File: src/rtl/phy_tx_pkg.sv
// Shared PHY TX definitions: serialiser mode encodings and lane-index width helper.
// No logic, no latency, no flow control.
package phy_tx_pkg;

  localparam int MUX_MODE_TDM = 0;
  localparam int MUX_MODE_RR  = 1;

  // Lane index width; a 2-lane mux still needs one bit.
  function automatic int lane_w(input int n);
    return (n <= 2) ? 1 : $clog2(n);
  endfunction

endpackage

File: src/rtl/rr_pick.sv
// Rotating-priority finder: first set req bit at or after ptr, wrapping, purely combinational.
// Zero latency; no backpressure (found low when req is empty).
module rr_pick
  import phy_tx_pkg::*;
#(
  parameter int N  = 4,
  parameter int LW = lane_w(N)
) (
  input  logic [N-1:0]  req,
  input  logic [LW-1:0] ptr,
  output logic          found,
  output logic [LW-1:0] grant
);

  localparam logic [2*N-1:0] ONE = (2*N)'(1);

  logic [2*N-1:0] req_dbl;
  logic [2*N-1:0] below;
  logic [2*N-1:0] masked;
  logic [2*N-1:0] first;

  // The upper copy of req catches requests that wrap past lane N-1.
  assign req_dbl = {req, req};
  assign below   = (ONE << ptr) - ONE;
  assign masked  = req_dbl & ~below;
  assign first   = masked & (~masked + ONE);
  assign found   = |req;

  always_comb begin
    grant = '0;
    for (int i = 0; i < 2 * N; i++) begin
      if (first[i]) grant = grant | LW'(i % N);
    end
  end

endmodule

File: src/rtl/mux_nx1_rr.sv
// N-to-1 lane serialiser, TDM fixed slots (MODE 0) or skip-idle round-robin (MODE 1).
// 1-cycle registered latency; no backpressure, unserved lane words are dropped.
module mux_nx1_rr
  import phy_tx_pkg::*;
#(
  parameter  int WIDTH = 8,
  parameter  int N     = 4,
  parameter  int MODE  = MUX_MODE_TDM,
  localparam int LW    = lane_w(N)
) (
  input  logic               clk_4f,
  input  logic               reset,
  input  logic [N*WIDTH-1:0] data_in,
  input  logic [N-1:0]       valid_in,
  output logic [WIDTH-1:0]   data_out,
  output logic               valid_out,
  output logic [LW-1:0]      lane_out,
  output logic               frame_start
);

  localparam logic [LW-1:0] LAST = LW'(N - 1);

  logic [LW-1:0]    ptr;
  logic [LW-1:0]    ptr_nxt;
  logic [LW-1:0]    sel;
  logic             take;
  logic             lane_upd;
  logic             fs_nxt;
  logic [WIDTH-1:0] lanes [N];

  function automatic logic [LW-1:0] wrap_inc(input logic [LW-1:0] p);
    return (p == LAST) ? '0 : p + 1'b1;
  endfunction

  for (genvar k = 0; k < N; k++) begin : g_lane
    assign lanes[k] = data_in[k*WIDTH +: WIDTH];
  end

  if (MODE == MUX_MODE_RR) begin : g_rr
    logic          found;
    logic [LW-1:0] grant;

    rr_pick #(.N(N), .LW(LW)) u_pick (
      .req   (valid_in),
      .ptr   (ptr),
      .found (found),
      .grant (grant)
    );

    // Idle cycles leave pointer and lane index parked on the last grant.
    assign sel      = grant;
    assign take     = found;
    assign lane_upd = found;
    assign fs_nxt   = 1'b0;
    assign ptr_nxt  = found ? wrap_inc(grant) : ptr;
  end else begin : g_tdm
    // The slot is consumed whether or not its lane is valid.
    assign sel      = ptr;
    assign take     = valid_in[ptr];
    assign lane_upd = 1'b1;
    assign fs_nxt   = (ptr == '0);
    assign ptr_nxt  = wrap_inc(ptr);
  end

  always_ff @(posedge clk_4f or posedge reset) begin
    if (reset) begin
      ptr         <= '0;
      data_out    <= '0;
      valid_out   <= 1'b0;
      lane_out    <= '0;
      frame_start <= 1'b0;
    end else begin
      ptr         <= ptr_nxt;
      valid_out   <= take;
      frame_start <= fs_nxt;
      if (take)     data_out <= lanes[sel];
      if (lane_upd) lane_out <= sel;
    end
  end

endmodule

File: config.mk
export PLATFORM = sky130hd
export DESIGN_NAME = mux_nx1_rr
export DESIGN_NICKNAME = d
export VERILOG_FILES = /design/src/rtl/phy_tx_pkg.sv /design/src/rtl/rr_pick.sv /design/src/rtl/mux_nx1_rr.sv
export SDC_FILE = /design/constraint.sdc
export NUM_CORES = 1
export LEC_CHECK = 0
export ABC_CLOCK_PERIOD_IN_PS = 2009
export CAP_MARGIN = 20
export CELL_PAD_IN_SITES_DETAIL_PLACEMENT = 1
export CELL_PAD_IN_SITES_GLOBAL_PLACEMENT = 1
export CORE_MARGIN = 4
export CORE_UTILIZATION = 26
export CTS_CLUSTER_SIZE = 14
export DETAILED_ROUTE_END_ITERATION = 10
export PLACE_DENSITY_LB_ADDON = 0.1
export SYNTH_ARGS = -nofsm -noshare
export SYNTH_HDL_FRONTEND = slang
export SYNTH_SLANG_ARGS = --single-unit
export TNS_END_PERCENT = 100
File: constraint.sdc
create_clock -name clk_4f -period 2.01 [get_ports clk_4f]
set_clock_uncertainty 0.15 [all_clocks]
set_input_delay 0.5025 -clock clk_4f [delete_from_list [all_inputs] [get_ports clk_4f]]
set_output_delay 0.5025 -clock clk_4f [all_outputs]
set_load 0.01 [all_outputs]
Word level (Yosys, flattened, before mapping)
Index checks and enable logic that the tools add are counted.
{"block": "totals", "reg_bits": 14, "in_bits": 38, "output_inout_bits": 12}
{"block": "op_classes", "addsub": 1, "n_lt_le_gt_ge": 2, "n_eq_ne": 1, "mux": 6, "n_bitwise": 1, "reduce_logical": 1}
{"cell": "$bmux W8 S2", "n": 1}
{"cell": "$mux W8", "n": 2}
{"cell": "$ge A3 B3 Y1 const B", "n": 1}
{"cell": "$lt A2 B3 Y1 const B", "n": 1}
{"cell": "$not A2 Y3", "n": 1}
{"cell": "$add A2 B1 Y2 const B", "n": 1}
{"cell": "$bmux W1 S2", "n": 1}
{"cell": "$eq A2 B2 Y1 const B", "n": 1}
{"cell": "$logic_not A2 Y1", "n": 1}
{"cell": "$mux W2", "n": 1}
{"cell": "$mux W1", "n": 1}

Logic depth before layout (Yosys ltp)
Gate-level depths: netlist of run 1.
{"block": "depth", "word_depth": 4, "depth_mapped": 4}

Least setup slack after synthesis of run 1
No wires, ideal clock.
{"block": "synth_timing", "path_type": "input to register", "start": "input port valid_in[3]", "end": "register data_out[0]", "setup_ns": 0.125, "arrival_time_ns": 1.401, "path_slack_ns": 0.333, "stages": 3, "path_cell_list": "mux4_2 -> buf_6 -> mux2_4"}
{"block": "synth_via", "elab_chain_cells": 2}
{"element": "start: declaration", "line": "mux_nx1_rr.sv:14", "rtl": "input logic [N-1:0] valid_in,"}
{"element": "$bmux W1 S2", "line": "mux_nx1_rr.sv:59", "rtl": "assign take = valid_in[ptr];"}
{"element": "$mux W1 (not written as such)", "line": "mux_nx1_rr.sv:59"}
{"element": "named net take", "line": "mux_nx1_rr.sv:26", "rtl": "logic take;"}
{"element": "end signal: assignment", "line": "mux_nx1_rr.sv:76", "rtl": "if (take) data_out <= lanes[sel];"}
{"element": "end: declaration", "line": "mux_nx1_rr.sv:15", "rtl": "output logic [WIDTH-1:0] data_out,"}
The timed path passes the listed nets, and every way through them passes these cells. The select of a mux whose other input is x is not followed.
A chain may end at the register's enable or synchronous reset.

Worst setup path in the final report of run 1
{"block": "layout_timing", "start": "input port valid_in[3]", "end": "register data_out[1]"}
{"block": "layout_via", "elab_chain_cells": 2}
{"element": "$bmux W1 S2", "line": "mux_nx1_rr.sv:59"}
{"element": "$mux W1 (not written as such)", "line": "mux_nx1_rr.sv:59"}
No other way between the ends. The select of a mux whose other input is x is not followed.

==> summary.log, run 1 <==
qor: run_status.status finished clean
qor: cts.cts.reportedPaths.clkPinSlew 0.08 ns
qor: global_route.grt_pass1_wl 3150 um
qor: worst_setup_path.rr_worst_depth 2
qor: yosys.yosys.cell_types.count 9
qor: min_path.min_delay_worst_endpoint data_out[2]
qor: final_layout.fillerInstances 296
qor: die.core_area 2730 um^2
qor: yosys.mappedNetlistArea 737 um^2
qor: drt.detailroute.via_count 571
qor: final_layout.finish.net_count 134
qor: timing.timing.final.crit_share 0.935
qor: timing.worstMarginPinSlew 0.533 ns
qor: cts.cts-buffers-inserted 3
qor: job.maxCapViolations 0
qor: timing.achievable-frequency 532 MHz
qor: cts.clock_tree.htree_level_count 1
qor: drt.remaining_drc_errors 0
qor: die.dieArea 3750 um^2
qor: yosys.ff_latch_count_synth 14
qor: worst_setup_path.crit_slowest_cell sky130_fd_sc_hd__mux4_2
qor: timing.setup_viol 0
qor: drt.antenna_viol_nets_final 0
qor: worst_setup_path.worst-setup-path-type primary input to flip-flop
qor: die.number_of_placement_rows 19
qor: cts.tritoncts done
qor: timing.final.setup.worst_slack 0.130 ns
qor: die.initial_utilization 0.270
qor: cts.cts-root-to-sink-buffers 2
qor: place.gp_congestion 0.658
qor: yosys.synth-seq-area-share 0.475
qor: cts.hold_buffers 0
qor: cts.worst_skew_pair.late_latency 0.28 ns
qor: timing.final_max_slew_viols 0
qor: power_and_ir_drop.p_leak 0.549 nW
qor: worst_setup_path.timing.rr.start ptr[0]
qor: place.post-place-ws -0.167 ns
qor: worst_setup_path.rr_endpoint data_out[1]
qor: global_route.globalRouteOverflowTotal 0
qor: yosys.synth_area_per_cell 18.4 um^2
qor: worst_setup_path.timing.critical_path.required 2.03 ns
qor: die.die_y 61.2 um
qor: drt.number_of_vias_per_cell_after_detailed_routing 4.60
qor: final_layout.drive_above_1_share 0.258
qor: global_route.number_of_antenna_violations_at_the_first_check_in_global_routing 0
qor: worst_setup_path.timing.critical_path.fanout_max 9
qor: global_route.via_count_of_the_first_global_routing_pass 687
qor: drt.drtPass1Iterations 4
qor: die.ioPinCount 50
qor: yosys.yosysWarningCount 0
qor: drt.drtIter0Drc 10
qor: worst_setup_path.worstSetupEndpointType flip-flop
qor: timing.worst_hold_slack 0.371 ns
qor: die.die_x 61.2 um
qor: place.port_buffers 49
qor: min_path.hold_path_depth 1
qor: final_layout.final_cell_area 1300 um^2
qor: place.hpwl 1560 um
qor: yosys.post_synth_inst_count 40
qor: timing.timing.max_slew.rel_slack 0.644
qor: cts.cts_setup_buffers 0
qor: worst_setup_path.timing.critical_path.from_type primary input
qor: timing.timing_hold_violations_final 0
qor: cts.cts_num_sinks 14
qor: drt.drt-total-wl 1920 um
qor: power_and_ir_drop.ir_worst_vdd 282 uV
qor: power_and_ir_drop.power.total 0.000681 W
qor: yosys.postSynthNetCount 80
qor: cts.cts_resized 0
qor: worst_setup_path.critical_path.cell_chain clkdlybuf4s50_1 > mux4_2 > mux2_4
qor: place.placed_area 1260 um^2
qor: final_layout.area_growth 76.6%
qor: worst_setup_path.worst-endpoint-arrival 1.90 ns
qor: min_path.holdCritStartpoint data_out[2]
qor: global_route.globalRouteTotalUtil 0.118
qor: power_and_ir_drop.cellPowerDensity 523 nW/um^2
qor: timing.finalWorstPathRequiredPeriod 1.88 ns
qor: timing.setup_repair_after_global_routing_missed_its_margin false
qor: global_route.grt_max_degree 15
qor: final_layout.antenna-diode-count 0
qor: cts.root_buffer sky130_fd_sc_hd__clkbuf_4
qor: worst_setup_path.ff2ff_setup_slack 0.31 ns
qor: worst_setup_path.timing.critical_path.slowest_cell_delay 0.64 ns
qor: drt.route.detailed.wl_per_inst 15.5 um
qor: min_path.worstHoldPathType flip-flop to flip-flop
==> where the power goes <==
part / internal [W] / total, W / switching [W]
Clock: 0.000110 / 0.000204 / 0.0000939
Combinational: 0.000128 / 0.000169 / 0.0000405
Sequential: 0.000299 / 0.000308 / 0.00000963
Total: 0.000537 / 0.000681 / 0.000144
==> cells in the final DEF, fill, tap and decap left out <==
master | netlist | layout
sky130_fd_sc_hd__dfrtp_1 | 14 | 14
sky130_fd_sc_hd__inv_1 | 3 | 3
sky130_fd_sc_hd__ha_1 | 2 | 2
sky130_fd_sc_hd__buf_4 | 1 | 3
sky130_fd_sc_hd__clkdlybuf4s50_1 | 0 | 49
sky130_fd_sc_hd__nor2_1 | 1 | 1
sky130_fd_sc_hd__mux2_4 | 8 | 8
sky130_fd_sc_hd__mux4_2 | 9 | 9
sky130_fd_sc_hd__clkbuf_4 | 0 | 3
sky130_fd_sc_hd__clkbuf_8 | 0 | 1
==> cells in the mapped netlist (all sizes together) <==
cell / n / area (um^2)
dfrtp: 14 / 350
mux4: 9 / 203
mux2: 8 / 120
buf: 3 / 23.8
inv: 3 / 11.3
ha: 2 / 25.0
nor2: 1 / 3.75
==> critical path, delay by kind of cell <==
family   cells  cell delay [ns]
mux          2             0.99
buf+inv      1             0.40
==> kinds of logic (layout without fill, tap and decap cells) <==
kind of cell	Yosys count	in the layout	share of synthesized area
flops	14	14	0.475
mux	17	17	0.438
simple gates	1	1	0.00509
buf+inv	6	59	0.0475
fa+ha+maj	2	2	0.0340
==> registers in the layout, summed over array words and instances (netlist names) <==
name / cells
frame_start: 1
valid_out: 1
lane_out: 2
data_out: 8
ptr: 2
==> per-stage QoR <==
step	TNS (ns)	utilization	instances
2_1_floorplan	0	-	40
3_3_place_gp	-1.14	0.463	120
3_5_place_dp	-1.28	0.463	120
4_1_cts	0	0.476	124
5_1_grt	0	0.476	124
6_report	0	0.476	124
==> final cells by class <==
cell class | count | area, um^2 | area share
Clock buffer | 4 | 36.3 | 0.0279
Sequential cell | 14 | 350 | 0.269
Timing Repair Buffer | 52 | 513 | 0.394
Tap cell | 31 | 38.8 | 0.0298
Inverter | 3 | 11.3 | 0.00865
Multi-Input combinational cell | 20 | 352 | 0.270
==> per-layer routing <==
metal | GRT usage | vias up | routed length (um)
met4 | 0.0464 | 0 | 15
met1 | 0.142 | 286 | 775
met5 | 0 | - | 0
li1 | - | 257 | -
met3 | 0.0335 | 2 | 149
met2 | 0.199 | 26 | 976
==> worst max-delay path by stage <==
stage | start | endpoint | slack [ns] | depth (start not counted)
detailed placement | valid_in[3] | data_out[1] | -0.17 | 3
CTS | valid_in[3] | data_out[1] | 0.14 | 3
global route | data_out[4] | data_out[4] | 0.09 | 1
floorplan | valid_in[3] | data_out[0] | 0.33 | 3
finish | valid_in[3] | data_out[1] | 0.13 | 3
global placement | valid_in[3] | data_out[1] | -0.14 | 3
Note: power is estimated with default switching activity, not from simulation.
==> run 2: changes to the inputs <==
--- a/config.mk
+++ b/config.mk
@@ -13,6 +13,7 @@
 export CORE_UTILIZATION = 26
 export CTS_CLUSTER_SIZE = 14
 export DETAILED_ROUTE_END_ITERATION = 10
+export GPL_TIMING_DRIVEN = 0
 export PLACE_DENSITY_LB_ADDON = 0.1
 export SYNTH_ARGS = -nofsm -noshare
 export SYNTH_HDL_FRONTEND = slang
==> summary.log, run 2 (synthesis results as in run 1) <==
qor: run_status.status finished clean [unchanged]
qor: drt.remaining_drc_errors 0 [unchanged]
qor: drt.number_of_vias_per_cell_after_detailed_routing 4.58 [was 4.60]
qor: cts.cts-buffers-inserted 3 [unchanged]
qor: place.hpwl 1620 um [was 1560 um]
qor: drt.drtIter0Drc 8 [was 10]
qor: final_layout.antenna-diode-count 0 [unchanged]
qor: final_layout.most-common-layout-cells sky130_fd_sc_hd__clkdlybuf4s50_1, sky130_fd_sc_hd__dfrtp_1, sky130_fd_sc_hd__mux4_2 [unchanged]
qor: final_layout.area_growth 74.9% [was 76.6%]
qor: timing.worst_hold_slack 0.275 ns [was 0.371 ns]
qor: worst_setup_path.rr_endpoint data_out[2] [was data_out[1]]
qor: cts.tritoncts done [unchanged]
qor: final_layout.largest-register data_out [unchanged]
qor: worst_setup_path.worstSetupEndpointType flip-flop [unchanged]
qor: die.dieArea 3750 um^2 [unchanged]
qor: place.gp_congestion 0.666 [was 0.658]
qor: worst_setup_path.timing.rr.start ptr[1] [was ptr[0]]
qor: drt.drt-total-wl 1930 um [was 1920 um]
qor: worst_setup_path.rr_worst_depth 4 [was 2]
qor: final_layout.flip_flop_count_of_the_largest_register_all_copies_and_words_added 8 [unchanged]
qor: die.core_area 2730 um^2 [unchanged]
qor: place.post-place-ws -0.136 ns [was -0.167 ns]
qor: worst_setup_path.ff2ff_setup_slack 0.26 ns [was 0.31 ns]
qor: cts.clock_tree.htree_level_count 1 [unchanged]
qor: worst_setup_path.timing.critical_path.from_type primary input [unchanged]
qor: drt.detailroute.via_count 563 [was 571]
qor: cts.worst_skew_pair.late_latency 0.27 ns [was 0.28 ns]
qor: worst_setup_path.worst-setup-path-type primary input to flip-flop [unchanged]
qor: final_layout.final_cell_area 1290 um^2 [was 1300 um^2]
qor: timing.worstMarginPinSlew 0.529 ns [was 0.533 ns]
qor: power_and_ir_drop.p_leak 0.544 nW [was 0.549 nW]
qor: cts.cts.reportedPaths.clkPinSlew 0.07 ns [was 0.08 ns]
qor: power_and_ir_drop.ir_worst_vdd 353 uV [was 282 uV]
qor: cts.root_buffer sky130_fd_sc_hd__clkbuf_4 [unchanged]
qor: power_and_ir_drop.cellPowerDensity 489 nW/um^2 [was 523 nW/um^2]
qor: global_route.globalRouteOverflowTotal 0 [unchanged]
qor: global_route.via_count_of_the_first_global_routing_pass 627 [was 687]
qor: cts.hold_buffers 0 [unchanged]
qor: power_and_ir_drop.power.total 0.000631 W [was 0.000681 W]
qor: final_layout.leading_cell_type_in_the_layout_fill_and_taps_excluded sky130_fd_sc_hd__clkdlybuf4s50_1 [unchanged]
qor: die.number_of_placement_rows 19 [unchanged]
qor: worst_setup_path.timing.critical_path.required 2.02 ns [was 2.03 ns]
qor: place.port_buffers 49 [unchanged]
qor: drt.route.detailed.wl_per_inst 15.7 um [was 15.5 um]
qor: final_layout.largest_registers_ranked_by_flip_flop_count data_out (8), lane_out (2), ptr (2) [unchanged]
qor: final_layout.final_core_util 0.471 [was 0.476]
qor: global_route.grt_max_degree 15 [unchanged]
qor: die.ioPinCount 50 [unchanged]
qor: cts.cts_setup_buffers 0 [unchanged]
qor: die.initial_utilization 0.270 [unchanged]
qor: min_path.holdCritStartpoint ptr[1] [was data_out[2]]
qor: timing.setup_repair_after_global_routing_missed_its_margin false [unchanged]
qor: min_path.hold_path_depth 0 [was 1]
qor: global_route.grt_pass1_wl 2970 um [was 3150 um]
qor: final_layout.finish.net_count 134 [unchanged]
qor: timing.setup_viol 0 [unchanged]
qor: timing.timing_hold_violations_final 0 [unchanged]
qor: cts.cts_resized 0 [unchanged]
qor: global_route.number_of_antenna_violations_at_the_first_check_in_global_routing 0 [unchanged]
qor: timing.final.setup.worst_slack 0.172 ns [was 0.130 ns]
qor: final_layout.fillerInstances 282 [was 296]
qor: die.die_y 61.2 um [unchanged]
qor: timing.achievable-frequency 544 MHz [was 532 MHz]
qor: timing.timing.final.crit_share 0.915 [was 0.935]
qor: drt.antenna_viol_nets_final 0 [unchanged]
qor: global_route.globalRouteTotalUtil 0.113 [was 0.118]
qor: job.maxCapViolations 0 [unchanged]
qor: timing.timing.max_slew.rel_slack 0.647 [was 0.644]
qor: worst_setup_path.worst-endpoint-arrival 1.85 ns [was 1.90 ns]
qor: final_layout.drive_above_1_share 0.250 [was 0.258]
qor: worst_setup_path.timing.critical_path.fanout_max 9 [unchanged]
qor: min_path.worstHoldPathType flip-flop to flip-flop [unchanged]
qor: drt.drtPass1Iterations 2 [was 4]
qor: cts.cts-root-to-sink-buffers 2 [unchanged]
qor: timing.final_max_slew_viols 0 [unchanged]
qor: timing.finalWorstPathRequiredPeriod 1.84 ns [was 1.88 ns]
qor: cts.cts_num_sinks 14 [unchanged]
qor: place.placed_area 1270 um^2 [was 1260 um^2]
qor: min_path.min_delay_worst_endpoint lane_out[1] [was data_out[2]]
qor: die.die_x 61.2 um [unchanged]
run 2: stage by stage:
stage	TNS [ns]	cells
after detailed placement	-1.04	120
after CTS	0	123
after global routing	0	123
final	0	123
after global placement	-0.874	120
after floorplan	0	40
run 2: worst max-delay path by stage:
stage	startpoint	endpoint	slack [ns]	cells past startpoint
4_1_cts	data_out[2]	data_out[2]	0.15	1
6_report	valid_in[3]	data_out[2]	0.17	4
3_5_place_dp	valid_in[3]	data_out[2]	-0.14	4
5_1_grt	data_out[3]	data_out[3]	0.13	1
2_1_floorplan	valid_in[3]	data_out[0]	0.33	3
3_3_place_gp	valid_in[0]	data_out[7]	-0.11	4
run 2: final cells by class:
cell class,count,area [um^2],area share
inverter,3,11.3,0.00874
multi-input combinational,20,352,0.273
tap,31,38.8,0.0301
sequential,14,350,0.272
timing repair buffer,49,490,0.381
buffer,3,23.8,0.0184
clock buffer,3,22.5,0.0175
run 2: per-layer routing:
metal / part of all wire / wire length (um) / GRT usage
met5: 0 / 0 / 0
met4: 0 / 0 / 0.0186
met3: 0.090 / 174 / 0.0545
met2: 0.53 / 1030 / 0.196
met1: 0.38 / 729 / 0.128
run 2: report_power, final:
part | leakage, nW | switching [W] | internal, W
logic | 0.363 | 0.0000409 | 0.000130
clock network | 0.0138 | 0.0000830 | 0.0000693
registers | 0.167 | 0.00000895 | 0.000299
total | 0.544 | 0.000133 | 0.000498
run 2: worst max-delay path: stages:
cell and delay [ns]:
sky130_fd_sc_hd__clkdlybuf4s50_1 0.40, sky130_fd_sc_hd__mux4_2 0.47, sky130_fd_sc_hd__buf_6 0.17, sky130_fd_sc_hd__mux2_4 0.30
